--- src/rtl/gcd_engine.sv ---
// Iterative GCD unit (subtractive Euclid or binary Stein) with valid/ready on both sides.
// Results and cycle count stay registered until the consumer takes them.
module gcd_engine #(
  parameter int unsigned WIDTH = 16,
  parameter int unsigned ALGO  = 0,
  parameter int unsigned CNT_W = 16
) (
  input  logic             clk,
  input  logic             rst,
  input  logic             in_valid,
  output logic             in_ready,
  input  logic [WIDTH-1:0] a_in,
  input  logic [WIDTH-1:0] b_in,
  output logic             out_valid,
  input  logic             out_ready,
  output logic [WIDTH-1:0] gcd_out,
  output logic [CNT_W-1:0] cycles_out,
  output logic             zero_err
);

  localparam int unsigned KW = $clog2(WIDTH + 1);

  typedef enum logic [1:0] {StIdle, StCalc, StDone} state_e;

  state_e           state_q;
  logic [WIDTH-1:0] a_q, b_q;
  logic [KW-1:0]    k_q;
  logic [CNT_W-1:0] cnt_q;
  logic [CNT_W-1:0] cnt_inc;

  // Counter saturates; the computation itself keeps going.
  always_comb begin
    cnt_inc = (cnt_q == '1) ? cnt_q : cnt_q + CNT_W'(1);
  end

  assign in_ready  = (state_q == StIdle) && !rst;
  assign out_valid = (state_q == StDone);

  always_ff @(posedge clk) begin
    if (rst) begin
      state_q    <= StIdle;
      a_q        <= '0;
      b_q        <= '0;
      k_q        <= '0;
      cnt_q      <= '0;
      gcd_out    <= '0;
      cycles_out <= '0;
      zero_err   <= 1'b0;
    end else begin
      unique case (state_q)
        StIdle: begin
          if (in_valid) begin
            a_q   <= a_in;
            b_q   <= b_in;
            k_q   <= '0;
            cnt_q <= '0;
            if ((a_in == '0) || (b_in == '0)) begin
              gcd_out    <= a_in | b_in;
              zero_err   <= (a_in == '0) && (b_in == '0);
              cycles_out <= '0;
              state_q    <= StDone;
            end else begin
              state_q <= StCalc;
            end
          end
        end
        StCalc: begin
          cnt_q <= cnt_inc;
          if (a_q == b_q) begin
            // Shift back the common power of two removed by Stein; always fits.
            gcd_out    <= (ALGO == 0) ? a_q : (a_q << k_q);
            cycles_out <= cnt_inc;
            zero_err   <= 1'b0;
            state_q    <= StDone;
          end else if (ALGO == 0) begin
            if (a_q > b_q) begin
              a_q <= a_q - b_q;
            end else begin
              b_q <= b_q - a_q;
            end
          end else begin
            if (!a_q[0] && !b_q[0]) begin
              a_q <= a_q >> 1;
              b_q <= b_q >> 1;
              k_q <= k_q + KW'(1);
            end else if (!a_q[0]) begin
              a_q <= a_q >> 1;
            end else if (!b_q[0]) begin
              b_q <= b_q >> 1;
            end else if (a_q > b_q) begin
              a_q <= (a_q - b_q) >> 1;
            end else begin
              b_q <= (b_q - a_q) >> 1;
            end
          end
        end
        StDone: begin
          if (out_ready) begin
            state_q <= StIdle;
          end
        end
        default: state_q <= StIdle;
      endcase
    end
  end

endmodule
--- config.mk ---
export PLATFORM = sky130hd
export DESIGN_NAME = gcd_engine
export DESIGN_NICKNAME = d
export VERILOG_FILES = /design/src/rtl/gcd_engine.sv
export SDC_FILE = /design/constraint.sdc
export NUM_CORES = 1
export LEC_CHECK = 0
export BUFFER_PORTS_ARGS = -buffer_cell sky130_fd_sc_hd__buf_2
export CORE_UTILIZATION = 64
export CTS_CLUSTER_DIAMETER = 150
export DETAILED_ROUTE_END_ITERATION = 10
export GPL_TIMING_DRIVEN = 0
export PLACE_DENSITY_LB_ADDON = 0.08
export SETUP_SLACK_MARGIN = 0.5
export SLEW_MARGIN = 20
export SYNTH_ARGS = -nofsm -noshare
export SYNTH_HDL_FRONTEND = slang
export SYNTH_SLANG_ARGS = --single-unit
--- constraint.sdc ---
create_clock -name clk -period 3.5 [get_ports clk]
set_input_delay 0.35 -clock clk [delete_from_list [all_inputs] [get_ports clk]]
set_output_delay 0.35 -clock clk [all_outputs]
set_load 0.005 [all_outputs]
Word-level counts from Yosys, hierarchy flattened
Index checks and enable logic that the tools add are counted.

storage, ports and cells
  bits in registers = 83
  output and inout port bits = 35
  bits of input ports = 36

operators by class
  multiplexer cells = 28
  bitwise gates (word level) = 1
  add/subtract/negate cells = 3
  $lt $le $gt $ge = 1
  reduce and logical (&&, ||, !) cells = 13
  eq/ne operators = 11

operator list
  kind                   count
  $mux 16                14
  $pmux 16 s2            5
  $logic_not 16->1       2
  $sub 16x16->16         2
  $add 16x1->16 const B  1
  $eq 16x16->1           1
  $eq 16x16->1 const B   1
  $gt 16x16->1           1
  $or 16x16->16          1
  $reduce_and 4->1       3
  $ne 2x2->1 const B     5
  $mux 2                 4
  $pmux 2 s3             1
  $ne 2x1->1 const B     2
  $mux 1                 3
  $reduce_and 3->1       1
  $eq 2x1->1 const B     1
  $eq 2x2->1 const B     1
  $logic_and 1x1->1      2
  $logic_not 2->1        1
  $pmux 1 s2             1
  $reduce_and 2->1       1
  $reduce_bool 2->1      1
  $logic_not 1->1        1
  $logic_or 1x1->1       1

Depth between registers and ports, before layout
Gate-level depths: netlist (run 1).

  depth in word-level cells = 5
  depth in mapped cells = 11
  depth with buffers taken out = 9

Worst setup path before layout (run 1)
OpenSTA, ideal clock, no wires.

  path kind = flip-flop to flip-flop
  start point = register a_q[5]
  end point = register gcd_out[1]
  buffers on the path = 3
  period minus slack after synthesis = 2.220 ns
  path slack = 1.280 ns
  setup time = 0.142 ns
  arrival time = 2.078 ns
  stages on the path, launching flop included = 12
  cell sequence = dfxtp_1 > inv_1 > ha_1 > buf_2 > nand4_1 > nor4_4 > nand2_1 > a21o_4 > buf_6 > clkbuf_1 > nand2_1 > a21oi_2

between the ends
  word-level cells in the longest chain between the ends = 3

ends and longest elaborated chain
  item                        line  RTL
  start: declaration          26    logic [WIDTH-1:0] a_q, b_q;
  start signal: assignment    53    a_q <= a_in;
  start signal: assignment    77    a_q <= a_q - b_q;
  start signal: assignment    83    a_q <= a_q >> 1;
  $eq 16x16->1                69    if (a_q == b_q) begin
  $ne 2x2->1 (no line)        --
  $reduce_and 4->1 (no line)  --
  end signal: assignment      58    gcd_out <= a_in | b_in;
  end signal: assignment      71    gcd_out <= (ALGO == 0) ? a_q : (a_q << k_q);
  end: declaration            16    output logic [WIDTH-1:0] gcd_out,

No other way between the ends.
A chain may end at the register's enable or synchronous reset.

Worst setup path in the final report (run 1)
  start point = register a_q[10]
  end point = register gcd_out[10]

between the ends
  word-level cells in the longest chain between the ends = 3

ends and longest elaborated chain
  item                        line
  $eq 16x16->1                69
  $ne 2x2->1 (no line)        --
  $reduce_and 4->1 (no line)  --

Parallel ways exist; a longest one is shown, timed or not. The select of a mux whose other input is x is not followed.

==> impl_metrics.csv, run 1 <==
group,metric,value,unit
timing,period_minus_slack,2.84,ns
setup_path,path_class,"flop to flop",
clock_tree,numCtsBuffers,9,
synthesis,synthCells,739,
drt,firstDrtPassIters,7,
setup_path,required,3.75,ns
final_layout,nFillCells,701,
pwr,switching_share,0.508,
clock_tree,cts_tree,"done",
pwr,clkPwrFrac,0.137,
timing,finalSetupTns,0,ns
synthesis,synthFlopType,"dfxtp_1",
synthesis,synth_area,5710,µm²
setup_path,cp-start-kind,"flop",
synthesis,synth_area_leader_cell,"dfxtp_1",
die,die_area,9300,µm²
synthesis,synth_compound_area_frac,0.253,
timing,period_share,0.812,
timing,slew_headroom,0.371,
synthesis,async_flop_share,0,
final_layout,fin_nets,889,
place,port_buffers,69,
synthesis,yosysWarnings,0,
pwr,peakVddDrop,0.692,mV
die,die-height,96.5,µm
pwr,pwr-share-seq,0.216,
synthesis,yosys-top-cells-area,"dfxtp_1 (29%), ha_1 (7.0%), nand2_1 (5.9%)",
final_layout,fin_util,0.739,
clock_tree,clock-sinks,83,
die,start_util,0.658,
timing,rsz0062_at_grt,"no",
synthesis,ys_types,56,
synthesis,synthAdderAreaFrac,0.0771,
timing,worst_slew_pin_slew,0.933,ns
clock_tree,cts_max_level,3,
synthesis,synth_area_per_cell,7.73,µm²
global_routing,grt_pass1_wl,29200,µm
min_path,worstHoldPathType,"input pin to flop",
final_layout,drive_above_1_share,0.167,
pwr,leakagePower,2.61,nW
timing,hold_violations,0,
timing,skew,0.0122,ns
drt,vias,6254,
clock_tree,clk_path_buf_depth,2,
place,gp_congestion,1.02,
drt,via_per_inst,6.71,
outcome,status,"completed",
setup_path,critPathMaxFanout,10,
die,ios,71,
pwr,combPwrFrac,0.647,
setup_path,crit_slowest_cell,"nor4_4",
die,core_area,8680,µm²
synthesis,ys_ff_latch,83,
synthesis,synth_seq_area_share,0.291,
pwr,internal_power,2.83,mW
timing,setup_viol,0,
synthesis,synth_edf_count,0,
synthesis,synth_xor_xnor_area_share,0.0475,
clock_tree,cts_root_buffer,"clkbuf_8",
setup_path,crit_arrival,3.09,ns
timing,drv_slew,0,
setup_path,worstSetupEndpointType,"flop",
global_routing,grt.total_usage,0.426,
timing,worst_hold_slack,0.229,ns
synthesis,synth_simple_gate_area_share,0.242,
pwr,switchingPower,2.93,mW
die,fp-row-count,34,
clock_tree,clk_pin_slew_worst_paths,0.10,ns
pwr,powerDensity,898,nW/µm²
timing,fmax,0.352,GHz
global_routing,first_global_vias,5686,
setup_path,worst_path_largest_cell_delay,0.46,ns
setup_path,crit_path_frequent_cell,"nand2_1",
drt,ant_nets,0,
clock_tree,hold_buffers,0,
synthesis,synth_top_area_frac,0.291,
drt,drt-wirelength-per-cell,21.0,µm
synthesis,synth_top_family_by_area,"compound AO/OA/AOI/OAI gates",
synthesis,muxShareOfSynthArea,0.0197,
final_layout,syn2layout_area_growth,12.3,%
global_routing,antenna_found_initial,0,
clock_tree,clkLatencyLatePin,0.38,ns
synthesis,syn_nets,809,
setup_path,crit_chain,"inv_1 > ha_1 > buf_4 > nand4_2 > nor4_4 > nand2_1 > a21o_4 > buf_6 > clkbuf_1 > nand2_1 > a21oi_2",
place,dp_hpwl,14800,µm
job,maxCapViolations,0,
global_routing,grt_max_degree,18,
drt,post-route-drc-count,0,
final_layout,diodes,0,
global_routing,grt_overflow_total,0,
die,die-width,96.5,µm
drt,drt-total-wl,19500,µm
drt,drt-initial-drc-count,846,
## power by group through the flow
stage / Combinational, mW / Clock, mW / Sequential [mW]
3_5_place_dp: 3.54 / 0 / 1.26
5_1_grt: 4.00 / 0.809 / 1.26
6_report: 3.73 / 0.789 / 1.25
2_1_floorplan: 2.67 / 0 / 1.22
3_3_place_gp: 3.49 / 0 / 1.25
4_1_cts: 3.57 / 0.776 / 1.24
## kinds of logic (layout without fill, tap and decap cells)
group	Yosys count	after routing
AND/OR/NAND/NOR	273	273
AO/OA/AOI/OAI	216	216
buffers and inverters	91	176
flip-flops	83	83
adder cells (fa/ha/maj)	34	34
XOR/XNOR	31	31
multiplexers	11	11
## sequential cells by signal, indices dropped and copies added (netlist names)
name / count
b_q: 16
state_q: 2
a_q: 16
gcd_out: 16
cycles_out: 16
cnt_q: 16
zero_err: 1
## worst paths after layout
| path | from | endpoint | slack, ns | depth (start not counted) |
|---|---|---|---|---|
| setup / recovery | a_q[10] | gcd_out[10] | 0.66 | 11 |
| hold / removal | out_ready | state_q[1] | 0.23 | 3 |
| setup reg to reg | a_q[10] | gcd_out[10] | 0.66 | 11 |
| hold reg to reg | cycles_out[10] | cycles_out[10] | 0.46 | 2 |
## Yosys cell counts (11+ instances only)
library cell,number
buf_2,15
dfxtp_1,83
a21oi_2,13
a211oi_1,17
o21ai_0,35
a311oi_1,17
inv_1,36
a211o_1,17
xnor2_1,22
nor3_1,25
nor2_1,64
nor4_1,12
nand2b_1,11
clkbuf_1,29
nand3_1,14
ha_1,32
a21oi_1,66
nand2_1,89
## stage by stage
step	setup WS [ns]	power (mW)	area, µm²	instances
finish	0.659	5.76	6410	932
CTS	0.625	5.59	6410	932
global placement	0.672	4.74	6190	916
detailed placement	0.655	4.80	6190	916
global route	0.582	6.07	6410	932
floorplan	1.28	3.90	5710	739
## metal layers
metal  vias up  share of wire  track usage
li1       2808              -            -
met1      2807           0.38        0.539
met2       522           0.43        0.667
met3       117           0.14        0.121
met4         0          0.050        0.196
met5         -              0            0
## timing repair
item                       in CTS  in global routing
resized for setup               0                  4
setup endpoints to repair       0                 17
buffers inserted                0                  0
## layout by cell type (no fill, tap or decap), drive strengths merged, types with 9 or more instances in the layout
| cell | synthesis | routed |
|---|---|---|
| a211o | 17 | 17 |
| a211oi | 17 | 17 |
| a21o | 11 | 11 |
| a21oi | 79 | 79 |
| a311oi | 17 | 17 |
| buf | 26 | 94 |
| clkbuf | 29 | 39 |
| dfxtp | 83 | 83 |
| ha | 32 | 32 |
| inv | 36 | 41 |
| mux2i | 9 | 9 |
| nand2 | 89 | 89 |
| nand2b | 11 | 11 |
| nand3 | 14 | 14 |
| nand3b | 9 | 9 |
| nand4 | 11 | 11 |
| nor2 | 64 | 64 |
| nor3 | 25 | 25 |
| nor4 | 14 | 14 |
| o21ai | 36 | 36 |
| xnor2 | 22 | 22 |
| xor2 | 9 | 9 |
## area by class of cell
cell class,count,area (µm²),share of cell area
Timing Repair Buffer,69,345,0.0539
Sequential cell,83,1660,0.259
Multi-Input combinational cell,565,3650,0.569
Inverter,36,135,0.0211
Clock inverter,7,92.6,0.0144
Tap cell,108,135,0.0211
Buffer,55,267,0.0416
Clock buffer,9,124,0.0193
## critical path: cells and delay by family (launching register included)
| kind | cells | cell delay (ns) |
|---|---|---|
| adder cells (fa/ha/maj) | 1 | 0.28 |
| AND/OR/NAND/NOR | 4 | 1.03 |
| buffers and inverters | 4 | 0.67 |
| AO/OA/AOI/OAI | 2 | 0.32 |
| flip-flops | 1 | 0.40 |
(Power assumes the default switching activity.)
==> run 2, diff against run 1 <==
- CORE_UTILIZATION: 64 -> 53
- clock period: 3.5 -> 2.45 ns (I/O delays scaled with it)
==> impl_metrics.csv, run 2 (synthesized netlist as in run 1, its figures left out) <==
group,metric,value,unit
timing,period_minus_slack,2.57,ns
timing,setup_viol,63,
timing,worst_hold_slack,0.135,ns
job,maxCapViolations,0,
drt,drt-wirelength-per-cell,22.8,µm
die,die-width,106,µm
drt,post-route-drc-count,0,
global_routing,grt_pass1_wl,33700,µm
final_layout,drive_above_1_share,0.380,
pwr,peakVddDrop,1.27,mV
global_routing,grt_max_degree,15,
clock_tree,clk_path_buf_depth,2,
final_layout,fin_nets,938,
die,fp-row-count,37,
global_routing,antenna_found_initial,0,
setup_path,reg2reg_depth,11,
timing,worst_slew_pin_slew,1.02,ns
timing,setup_slack,-0.116,ns
timing,finalSetupTns,-3.63,ns
clock_tree,clk_pin_slew_worst_paths,0.10,ns
clock_tree,cts_root_buffer,"clkbuf_8",
drt,drt-total-wl,23000,µm
timing,period_share,1.05,
die,die_area,11200,µm²
pwr,powerDensity,1350,nW/µm²
final_layout,syn2layout_area_growth,37.5,%
final_layout,mostFrequentLayoutCell,"nand2_1",
final_layout,multi_input_area,4360,µm²
min_path,worstHoldPathType,"input pin to flop",
die,start_util,0.551,
timing,hold_violations,0,
final_layout,final_cell_mix,"nand2_1 (79), buf_2 (72), dfxtp_1 (59), a21oi_1 (55), nor2_1 (46)",
drt,via_per_inst,6.63,
setup_path,crit_arrival,2.84,ns
setup_path,critPathMaxFanout,8,
outcome,status,"finished with violations",
timing,slew_headroom,0.321,
final_layout,diodes,0,
final_layout,fin_util,0.757,
setup_path,worstSetupEndpointType,"flop",
global_routing,grt.total_usage,0.400,
timing,rsz0062_at_grt,"yes",
global_routing,first_global_vias,6105,
drt,drt-initial-drc-count,864,
clock_tree,clkLatencyLatePin,0.40,ns
clock_tree,cts_max_level,3,
place,place_inst,944,
timing,fmax,0.390,GHz
die,die-height,106,µm
timing,drv_slew,0,
die,core_area,10400,µm²
global_routing,grt_overflow_total,0,
setup_path,cp-start-kind,"flop",
min_path,min_delay_path_depth,3,
final_layout,regArea,1700,µm²
pwr,leakagePower,3.10,nW
timing,skew,0.0182,ns
setup_path,required,2.73,ns
drt,ant_nets,0,
clock_tree,clock-sinks,83,
drt,firstDrtPassIters,9,
clock_tree,cts_tree,"done",
drt,vias,6688,
die,ios,71,
clock_tree,numCtsBuffers,9,
pwr,finalPower,10.6,mW
place,gp_congestion,0.998,
final_layout,nFillCells,761,
outcome,violations,"setup timing",
place,port_buffers,69,
final_layout,final-instance-count-excl-fill,1008,
place,dp_hpwl,15500,µm
setup_path,path_class,"flop to flop",
-- run 2: cell types whose count changed in the layout (fill, tap and decap cells not counted), sizes merged --
cell,previous run,this run
inv,41,36
buf,94,141
clkbuf,39,41
clkinv,1,3
clkinvlp,0,2
-- run 2: path summary, 6_finish.rpt --
kind                  from            end  slack, ns
max                a_q[14]        b_q[14]      -0.12
min              out_ready     state_q[1]       0.14
max reg2reg        a_q[14]        b_q[14]      -0.12
min reg2reg  cycles_out[7]  cycles_out[7]       0.47
-- run 2: cell type report --
type | count | area share
clock buffer | 9 | 0.0158
buffer | 55 | 0.0589
tap | 136 | 0.0217
sequential | 83 | 0.217
multi-input combinational | 565 | 0.555
inverter | 36 | 0.0175
timing repair buffer | 118 | 0.106
clock inverter | 6 | 0.00860
-- run 2: power breakdown --
part	internal (mW)	switching [mW]	leakage, nW
registers	1.61	0.319	0.687
clock network	0.467	0.575	0.0913
logic	3.39	4.20	2.32
total	5.47	5.10	3.10
-- run 2: worst max-delay path, cell delays in order, from the launching register on --
cell	delay, ns
dfxtp_2	0.37
inv_4	0.05
ha_4	0.26
buf_8	0.09
nand4_4	0.15
nor4_4	0.53
buf_4	0.22
nor3_2	0.05
a31o_4	0.33
clkbuf_16	0.20
nand2_1	0.09
o211ai_1	0.10
-- run 2: repair_timing --
item	CTS	global route
resized for setup	88	102
hold buffers	0	0
cloned	6	2
pin swaps	17	22
endpoints found under the setup margin	82	82
buffers inserted	27	14
-- run 2: metal layers --
| metal | GRT usage | routed length, µm | part of all wire |
|---|---|---|---|
| met1 | 0.528 | 9060 | 0.39 |
| met2 | 0.593 | 9820 | 0.43 |
| met3 | 0.103 | 2890 | 0.13 |
| met4 | 0.207 | 1200 | 0.052 |
| met5 | 0.0286 | 35 | 0.0015 |
-- run 2: stage by stage --
stage | area (µm²) | setup slack [ns]
floorplan | 6030 | 0.385
global placement | 6550 | 0.00341
detailed placement | 6550 | -0.0133
CTS | 7330 | 0.0194
global route | 7850 | -0.177
finish | 7850 | -0.116
